$ cat src/rtl/message_printer_if.sv
// Signal bundle between the message printer and its UART rx/tx pair and message ROM.
// master = printer side, slave = environment (UART, ROM, testbench).
interface message_printer_if #(
    parameter int ADDR_W = 4
) ();
    logic [7:0]        rx_data;
    logic              new_rx_data;
    logic              tx_busy;
    logic [ADDR_W-1:0] rom_addr;
    logic [7:0]        rom_data;
    logic [7:0]        tx_data;
    logic              new_tx_data;
    logic              active;
    logic              done;

    modport master (
        input  rx_data, new_rx_data, tx_busy, rom_data,
        output rom_addr, tx_data, new_tx_data, active, done
    );

    modport slave (
        output rx_data, new_rx_data, tx_busy, rom_data,
        input  rom_addr, tx_data, new_tx_data, active, done
    );
endinterface

$ cat src/rtl/message_printer.sv
// Streams MSG_LEN bytes from a registered-output ROM into a UART transmitter,
// one run per received TRIGGER_CHAR.
module message_printer #(
    parameter int          MSG_LEN      = 16,
    parameter int          ADDR_W       = 4,
    parameter logic [7:0]  TRIGGER_CHAR = 8'h68
) (
    input logic             clk,
    input logic             rst_n,
    message_printer_if.master bus
);

    if (MSG_LEN < 1 || MSG_LEN > (1 << ADDR_W)) begin : g_bad_len
        $error("message_printer: MSG_LEN must be in 1..2**ADDR_W");
    end

    typedef enum logic [1:0] {
        IDLE,
        FETCH,
        SEND,
        HOLD
    } state_t;

    localparam logic [ADDR_W-1:0] LAST_ADDR = ADDR_W'(MSG_LEN - 1);

    state_t            state_q, state_d;
    logic [ADDR_W-1:0] addr_q, addr_d;
    logic [7:0]        tx_data_q, tx_data_d;
    logic              new_tx_q, new_tx_d;
    logic              active_q, active_d;
    logic              done_q, done_d;

    always_ff @(posedge clk or negedge rst_n) begin
        if (!rst_n) begin
            state_q   <= IDLE;
            addr_q    <= '0;
            tx_data_q <= '0;
            new_tx_q  <= 1'b0;
            active_q  <= 1'b0;
            done_q    <= 1'b0;
        end else begin
            state_q   <= state_d;
            addr_q    <= addr_d;
            tx_data_q <= tx_data_d;
            new_tx_q  <= new_tx_d;
            active_q  <= active_d;
            done_q    <= done_d;
        end
    end

    always_comb begin
        state_d   = state_q;
        addr_d    = addr_q;
        tx_data_d = tx_data_q;
        new_tx_d  = 1'b0;
        active_d  = active_q;
        done_d    = 1'b0;

        unique case (state_q)
            IDLE: begin
                addr_d   = '0;
                active_d = 1'b0;
                if (bus.new_rx_data && (bus.rx_data == TRIGGER_CHAR)) begin
                    state_d  = FETCH;
                    active_d = 1'b1;
                end
            end
            // One-cycle slot that covers the ROM's registered read latency.
            FETCH: begin
                state_d = SEND;
            end
            SEND: begin
                if (!bus.tx_busy) begin
                    tx_data_d = bus.rom_data;
                    new_tx_d  = 1'b1;
                    state_d   = HOLD;
                end
            end
            // Guard cycle: gives the transmitter time to raise tx_busy.
            HOLD: begin
                if (addr_q == LAST_ADDR) begin
                    state_d  = IDLE;
                    addr_d   = '0;
                    active_d = 1'b0;
                    done_d   = 1'b1;
                end else begin
                    addr_d  = addr_q + 1'b1;
                    state_d = FETCH;
                end
            end
            default: begin
                state_d = IDLE;
            end
        endcase
    end

    assign bus.rom_addr    = addr_q;
    assign bus.tx_data     = tx_data_q;
    assign bus.new_tx_data = new_tx_q;
    assign bus.active      = active_q;
    assign bus.done        = done_q;

endmodule

$ cat src/flat_wrapper.sv
// flat-port wrapper written by rule: the top's interface ports become plain ports
module message_printer_flat 
#(
    parameter int          MSG_LEN      = 16,
    parameter int          ADDR_W       = 4,
    parameter logic [7:0]  TRIGGER_CHAR = 8'h68
)
  (clk, rst_n, bus_rx_data, bus_new_rx_data, bus_tx_busy, bus_rom_data, bus_rom_addr, bus_tx_data, bus_new_tx_data, bus_active, bus_done);
  message_printer_if #(.ADDR_W(ADDR_W)) bus_i ();
  input logic clk;
  input logic rst_n;
  input wire logic [$bits(bus_i.rx_data)-1:0] bus_rx_data;
  input wire logic [$bits(bus_i.new_rx_data)-1:0] bus_new_rx_data;
  input wire logic [$bits(bus_i.tx_busy)-1:0] bus_tx_busy;
  input wire logic [$bits(bus_i.rom_data)-1:0] bus_rom_data;
  output wire logic [$bits(bus_i.rom_addr)-1:0] bus_rom_addr;
  output wire logic [$bits(bus_i.tx_data)-1:0] bus_tx_data;
  output wire logic [$bits(bus_i.new_tx_data)-1:0] bus_new_tx_data;
  output wire logic [$bits(bus_i.active)-1:0] bus_active;
  output wire logic [$bits(bus_i.done)-1:0] bus_done;
  assign bus_i.rx_data = bus_rx_data;
  assign bus_i.new_rx_data = bus_new_rx_data;
  assign bus_i.tx_busy = bus_tx_busy;
  assign bus_i.rom_data = bus_rom_data;
  assign bus_rom_addr = bus_i.rom_addr;
  assign bus_tx_data = bus_i.tx_data;
  assign bus_new_tx_data = bus_i.new_tx_data;
  assign bus_active = bus_i.active;
  assign bus_done = bus_i.done;
  message_printer #(.MSG_LEN(MSG_LEN), .ADDR_W(ADDR_W), .TRIGGER_CHAR(TRIGGER_CHAR)) u_core (.clk(clk), .rst_n(rst_n), .bus(bus_i));
endmodule
$ cat config.mk
export PLATFORM = sky130hd
export DESIGN_NAME = message_printer_flat
export DESIGN_NICKNAME = d
export VERILOG_FILES = /design/src/rtl/message_printer_if.sv /design/src/rtl/message_printer.sv /design/src/flat_wrapper.sv
export SDC_FILE = /design/constraint.sdc
export NUM_CORES = 1
export LEC_CHECK = 0
export CORE_MARGIN = 3
export CORE_UTILIZATION = 36
export CTS_CLUSTER_SIZE = 10
export DETAILED_ROUTE_END_ITERATION = 12
export PLACE_DENSITY = 0.72
export SYNTH_ARGS = -nofsm -noshare
export SYNTH_HDL_FRONTEND = slang
export SYNTH_SLANG_ARGS = --single-unit
$ cat constraint.sdc
create_clock -name clk -period 1.45 [get_ports clk]
set_input_delay 0.29 -clock clk [delete_from_list [all_inputs] [get_ports clk]]
set_output_delay 0.29 -clock clk [all_outputs]
set_load 0.01 [all_outputs]
==> results of run 1 <==
final cells by class:
class | instances | area [um2] | area share
Clock buffer | 3 | 22.5 | 0.0184
Clock inverter | 1 | 5.00 | 0.00409
Inverter | 4 | 15.0 | 0.0123
Multi-Input combinational cell | 43 | 349 | 0.285
Sequential cell | 17 | 425 | 0.347
Tap cell | 27 | 33.8 | 0.0276
Timing Repair Buffer | 40 | 374 | 0.305
how the worst min path moves through the flow:
stage	endpoint	startpoint	slack [ps]	cells after the start
3_3_place_gp	u_core.bus.tx_data[7]$_DFFE_PN0P_	u_core.bus.tx_data[7]$_DFFE_PN0P_	470	1
4_1_cts	u_core.bus.tx_data[0]$_DFFE_PN0P_	rst_n	330	2
6_report	u_core.bus.tx_data[7]$_DFFE_PN0P_	rst_n	320	2
5_1_grt	u_core.bus.tx_data[3]$_DFFE_PN0P_	rst_n	320	2
2_1_floorplan	u_core.bus.active$_DFFE_PN0P_	rst_n	-6	0
3_5_place_dp	u_core.bus.tx_data[6]$_DFFE_PN0P_	u_core.bus.tx_data[6]$_DFFE_PN0P_	480	1
registers in the layout, summed over array words and instances (netlist names):
name / flops
u_core.state_q: 2
u_core.bus.rom_addr: 4
u_core.bus.new_tx_data: 1
u_core.bus.tx_data: 8
u_core.bus.done: 1
u_core.bus.active: 1
cells by family (layout without fill, tap and decap cells):
group | after synthesis | count (layout) | share of synthesized area
muxes | 10 | 10 | 0.141
adders and majority gates | 4 | 4 | 0.0636
buffers and inverters | 6 | 48 | 0.0302
AOI/OAI and AO/OA | 9 | 9 | 0.0779
and+or+nand+nor | 20 | 20 | 0.146
DFF | 17 | 17 | 0.541
worst max-delay path: cells and delay by family:
kind            cells  cell delay, ps
compound gates      1             170
buf+inv             1             390
mux                 1             330
simple gates        2             390
metal layers:
layer	GRT usage	up-vias	share of wire
met5	0	-	0
met4	0.0511	0	0.020
met3	0.0399	4	0.098
met2	0.254	32	0.53
met1	0.117	309	0.35
li1	-	316	-
metrics by stage:
step           setup TNS [ps]  total power, mW  cells  setup WS [ps]  hold slack, ps
2_1_floorplan               0             1.26     66           78.8           -5.59
5_1_grt                 -42.2             2.08    135          -19.5             322
4_1_cts                     0             1.89    135          0.559             329
6_report                    0             1.91    135           50.6             324
3_5_place_dp             -509             1.73    129           -290             475
3_3_place_gp             -358             1.70    129           -243             466
placed cells by master (no fill, tap or decap):
master           count
dlymetal6s2s_1       2
nor3_4               1
nor2_1               3
a21oi_2              1
clkbuf_4             3
a21o_1               1
nand3_1              4
a21oi_1              1
nand2_1              6
o311ai_1             1
o22a_1               1
nor2b_1              1
buf_4                6
dfrtp_1             17
mux2i_1              1
dlygate4sd2_1       13
nand4_2              1
inv_1                4
mux2_1               9
a21boi_2             1
o21ai_1              3
and4bb_1             1
nor3_1               1
ha_1                 4
nand2_2              1
clkdlybuf4s50_1     19
clkinv_2             1
nor3_2               1
power by group through the flow:
stage          clock (mW)  sequential (mW)  combinational [mW]
5_1_grt             0.286            0.744                1.05
3_5_place_dp            0            0.750               0.984
4_1_cts             0.256            0.724               0.913
6_report            0.247            0.721               0.939
3_3_place_gp            0            0.739               0.963
2_1_floorplan           0            0.822               0.434
timing repair:
action / 4_1_cts / 5_1_grt
endpoints found under the hold margin: 0 / 0
setup buffers: 2 / 0
pin swaps: 0 / 1
setup endpoints to repair: 13 / 7
gates resized for setup: 13 / 5
==> impl_results.md, run 1 <==
* Status: finished, final reports clean
* Antenna cells at 0
* Root Buffer: clkbuf_4
* Cell internal pwr at 1.22 mW
* Num rows at 16
* IO buf count at 34
* CTS Buffer Depth at 2
* Clock network power share at 0.129
* Hold_buf cts at 0
* Worst R2R End: u_core.state_q[0]$_DFFE_PN0P_
* Final #Nets at 133
* Synth async-reset ratio at 1.00
* Reg2Reg Setup Slack at 80 ps
* Via count at 661
* Final Core Density at 0.606
* Max-cap viol count at 0
* Initial antenna violation count at 0
* Number of fillers in the final layout at 190
* HP Class: in2async
* Logic pwr share at 0.492
* Leak Pwr at 0.627 nW
* Ys Warns at 0
* Hold Fails Final Rpt at 0
* Synth top cells by count: dfrtp_1, mux2_1, nand2_1
* Fin crit period at 1400 ps
* Syn nets at 90
* Clock sink count at 17
* Maximum fanout along the worst path at 2
* Max-slew headroom at 0.800
* Core Region at 0.00202 mm2
* Worst setup endpoint: u_core.state_q[1]$_DFFE_PN0P_
* Worst-path clk slew at 100 ps
* Post-synth EDFFs at 0
* Count leader, synth: dfrtp_1
* Switching pwr at 692 uW
* Flop pwr share at 0.378
* Top cell type's share of synthesized area at 0.541
* Yosys cell types at 21
* Post-route DRC at 0
* FMAX at 0.715 GHz
* RSZ-0062 raised after global routing: true
* CTS tree: done
* Worst skew pair latency at 280 ps
* Die height at 52.8 um
* Maximum vdd ir drop at 0.780 mV
* I/O pin cnt at 35
* Avg WL per Cell at 12.1 um
* Reg2reg start: u_core.bus.rom_addr[0]$_DFFE_PN0P_
* Power Dens Cells at 1560 mW/mm2
* Sw frac at 0.363
* Arr. time, crit path at 1580 ps
* Crit start category: input port
* Vias in the first global route at 663
* Critical Path End Type: flop
* Syn Area/Cell at 11.9 um2
* Synthesized area at 787 um2
* Setup Skew at 0.613 ps
* Crit-path cells: clkdlybuf4s50_1 > and4bb_1 > nand4_2 > a21boi_2 > mux2_1
* H-tree level count at 1
* Via density at 4.90
* CP required at 1630 ps
* Die area at 0.00278 mm2
* P&R area growth vs syn at 55.6%
* Die width at 52.8 um
* CTS Buf Count at 3
* Cell taking the most area after synthesis: dfrtp_1
* WS Path Type: in2reg
* Overflow after GRT at 0
* Drt first pass iters at 4
* Main synth FF type: dfrtp_1
* Design Area, Final at 0.00122 mm2
* Final Max Slew Viols at 0
* FF-to-FF path depth at 6
* Final setup fails at 0
* Synth top area cells: dfrtp_1, mux2_1, ha_1, nand2_1, nand3_1
* Max incr delay on CP at 390 ps
* Share of layout cells above drive strength 1 at 0.148
* Starting density of the core at 0.389
* Largest net degree at the start of global routing at 18
* Placer Congestion at 0.756
* Routed Wire Length at 1630 um
* First-pass GRT wire length at 2630 um
* Antenna-violating nets left at 0
* Crit path launch: bus_rx_data[7]
* HPWL after detailed placement at 1250 um
* Synth Register Bits at 17
* Initial detailed-routing violation count at 12
* Placed Area at 0.00118 mm2
* Slowest cell on crit path: clkdlybuf4s50_1
* Post-synthesis sequential area ratio at 0.541
* Worst Max-Slew Pin Slew at 300 ps
* Syn Inst Count at 66
* Period utilisation layout at 0.965
* GR Util All Layers at 0.128
No activity file was read; power rests on OpenSTA's default activity.
==> inputs of run 2 (changes only) <==
CORE_MARGIN = 2   (was 3)
HOLD_SLACK_MARGIN = 0.12   (was unset)
SKIP_LAST_GASP = 1   (was unset)
==> impl_results.md, run 2 (synthesis results as in run 1) <==
* Max-cap viol count at 0 (unchanged)
* GR Util All Layers at 0.137 (+0.00873)
* Arr. time, crit path at 1580 ps (about the same)
* CTS tree: done
* Maximum fanout along the worst path at 2 (unchanged)
* Core Region at 0.00200 mm2 (-0.99%)
* First-pass GRT wire length at 2680 um (+2.1%)
* Via count at 660 (-0.15%)
* RSZ-0062 raised after global routing: true
* Setup TNS at 0 ps (unchanged)
* CTS Buffer Depth at 2 (unchanged)
* Die height at 50.8 um (-3.8%)
* Via density at 4.82 (-1.6%)
* Starting density of the core at 0.393 (+0.00389)
* Hold Fails Final Rpt at 0 (unchanged)
* WS Path Type: in2reg
* Root Buffer: clkbuf_4
* Power Dens Cells at 1550 mW/mm2 (-0.53%)
* Critical Path End Type: flop
* Initial detailed-routing violation count at 3 (-9)
* Most frequent cells in the layout: clkdlybuf4s50_1, dfrtp_1, dlygate4sd2_1, mux2_1, buf_4
* Leak Pwr at 0.631 nW (+0.68%)
* Num rows at 16 (unchanged)
* CTS Buf Count at 3 (unchanged)
* Setup Skew at 0.349 ps (-0.263 ps)
* Crit start category: input port
* Initial antenna violation count at 0 (unchanged)
* Fin crit period at 1400 ps (+1.53 ps)
* Placer Congestion at 0.842 (+11%)
* Die width at 50.8 um (-3.8%)
* Share of layout cells above drive strength 1 at 0.127 (-0.0209)
* Design Area, Final at 0.00123 mm2 (+0.20%)
* P&R area growth vs syn at 56.0%
* Place WS at -256 ps (+34.7 ps)
* Largest net degree at the start of global routing at 18 (unchanged)
* Max reg flops at 8 (unchanged)
* Die area at 0.00258 mm2 (-7.4%)
* IO buf count at 34 (unchanged)
* Antenna-violating nets left at 0 (unchanged)
* Status: finished, final reports clean
* Worst setup margin at 49.1 ps (-1.53 ps)
* I/O pin cnt at 35 (unchanged)
* Final #Nets at 135 (+1.5%)
* Antenna cells at 0 (unchanged)
* H-tree level count at 1 (unchanged)
* Overflow after GRT at 0 (unchanged)
* Routed Wire Length at 1560 um (-4.4%)
* HPWL after detailed placement at 1170 um (-6.3%)
* Post-route DRC at 0 (unchanged)
* FMAX at 0.714 GHz (-0.11%)
* Max-slew headroom at 0.812 (+0.0112)
* Vias in the first global route at 646 (-2.6%)
* Period utilisation layout at 0.966 (+0.00106)
* Avg WL per Cell at 11.4 um (-5.8%)
* Worst Max-Slew Pin Slew at 283 ps (-16.9 ps)
* Maximum vdd ir drop at 0.867 mV (+11%)
* Commonest non-fill, non-tap cell in the layout: clkdlybuf4s50_1
* Final setup fails at 0 (unchanged)
* Drt first pass iters at 4 (unchanged)
* HP Class: in2async
* Clock sink count at 17 (unchanged)
* Worst skew pair latency at 280 ps (about the same)
* Worst-path clk slew at 90 ps (about the same)
* Final Max Slew Viols at 0 (unchanged)
* Placed Area at 0.00118 mm2 (unchanged)
* CP required at 1630 ps (about the same)
run 2: changes by cell type in the layout (fill, tap and decap cells not counted), sizes merged:
cell	previous run	this run
buf	6	8
clkbuf	3	4
clkinv	1	0
run 2: layout make-up:
class                   count  area [um2]
multi-input cells          43         338
clock buffers               4        26.3
inverters                   4        15.0
flip-flops and latches     17         425
repair buffers             42         389
fillers                   183         774
well taps                  27        33.8
run 2: path summary, 6_finish.rpt:
| check | start | slack (ps) | cells past startpoint | endpoint |
|---|---|---|---|---|
| setup / recovery | bus_rx_data[7] | 50 | 5 | u_core.state_q[1]$_DFFE_PN0P_ |
| max in group asynchronous | rst_n | 950 | 2 | u_core.bus.active$_DFFE_PN0P_ |
| min in group clk | u_core.bus.tx_data[1]$_DFFE_PN0P_ | 490 | 1 | u_core.bus.tx_data[1]$_DFFE_PN0P_ |
| setup reg to reg | u_core.state_q[0]$_DFFE_PN0P_ | 80 | 5 | u_core.bus.tx_data[7]$_DFFE_PN0P_ |
| hold reg to reg | u_core.bus.tx_data[1]$_DFFE_PN0P_ | 490 | 1 | u_core.bus.tx_data[1]$_DFFE_PN0P_ |
| hold / removal | rst_n | 320 | 2 | u_core.bus.new_tx_data$_DFF_PN0_ |
run 2: power breakdown:
| part | switching (mW) | leakage (nW) | internal, mW |
|---|---|---|---|
| logic | 0.445 | 0.402 | 0.482 |
| clock network | 0.142 | 0.0150 | 0.107 |
| registers | 0.0794 | 0.214 | 0.645 |
| total | 0.667 | 0.631 | 1.23 |
run 2: timing repair:
item | in CTS | in global routing
hold buffers | 0 | 0
gates resized for setup | 13 | 2
endpoints found under the setup margin | 14 | 10
setup buffers | 3 | 1
run 2: metal layers:
layer / global-route usage / share of wire
met1: 0.163 / 0.41
met2: 0.219 / 0.47
met3: 0.0417 / 0.097
met4: 0.0766 / 0.021
met5: 0 / 0
run 2: critical path: stages:
cell             delay, ps
clkdlybuf4s50_1        390
and4bb_1               270
nand4_2                120
a21boi_2               180
mux2_1                 330
run 2: stage by stage:
| stage | power [mW] | utilization | hold slack (ps) | std cells |
|---|---|---|---|---|
| 2_1_floorplan | 1.26 | - | -5.59 | 66 |
| 3_3_place_gp | 1.72 | 0.591 | 466 | 129 |
| 3_5_place_dp | 1.75 | 0.591 | 477 | 129 |
| 4_1_cts | 1.92 | 0.607 | 322 | 136 |
| 5_1_grt | 2.07 | 0.613 | 338 | 137 |
| 6_report | 1.90 | 0.613 | 319 | 137 |
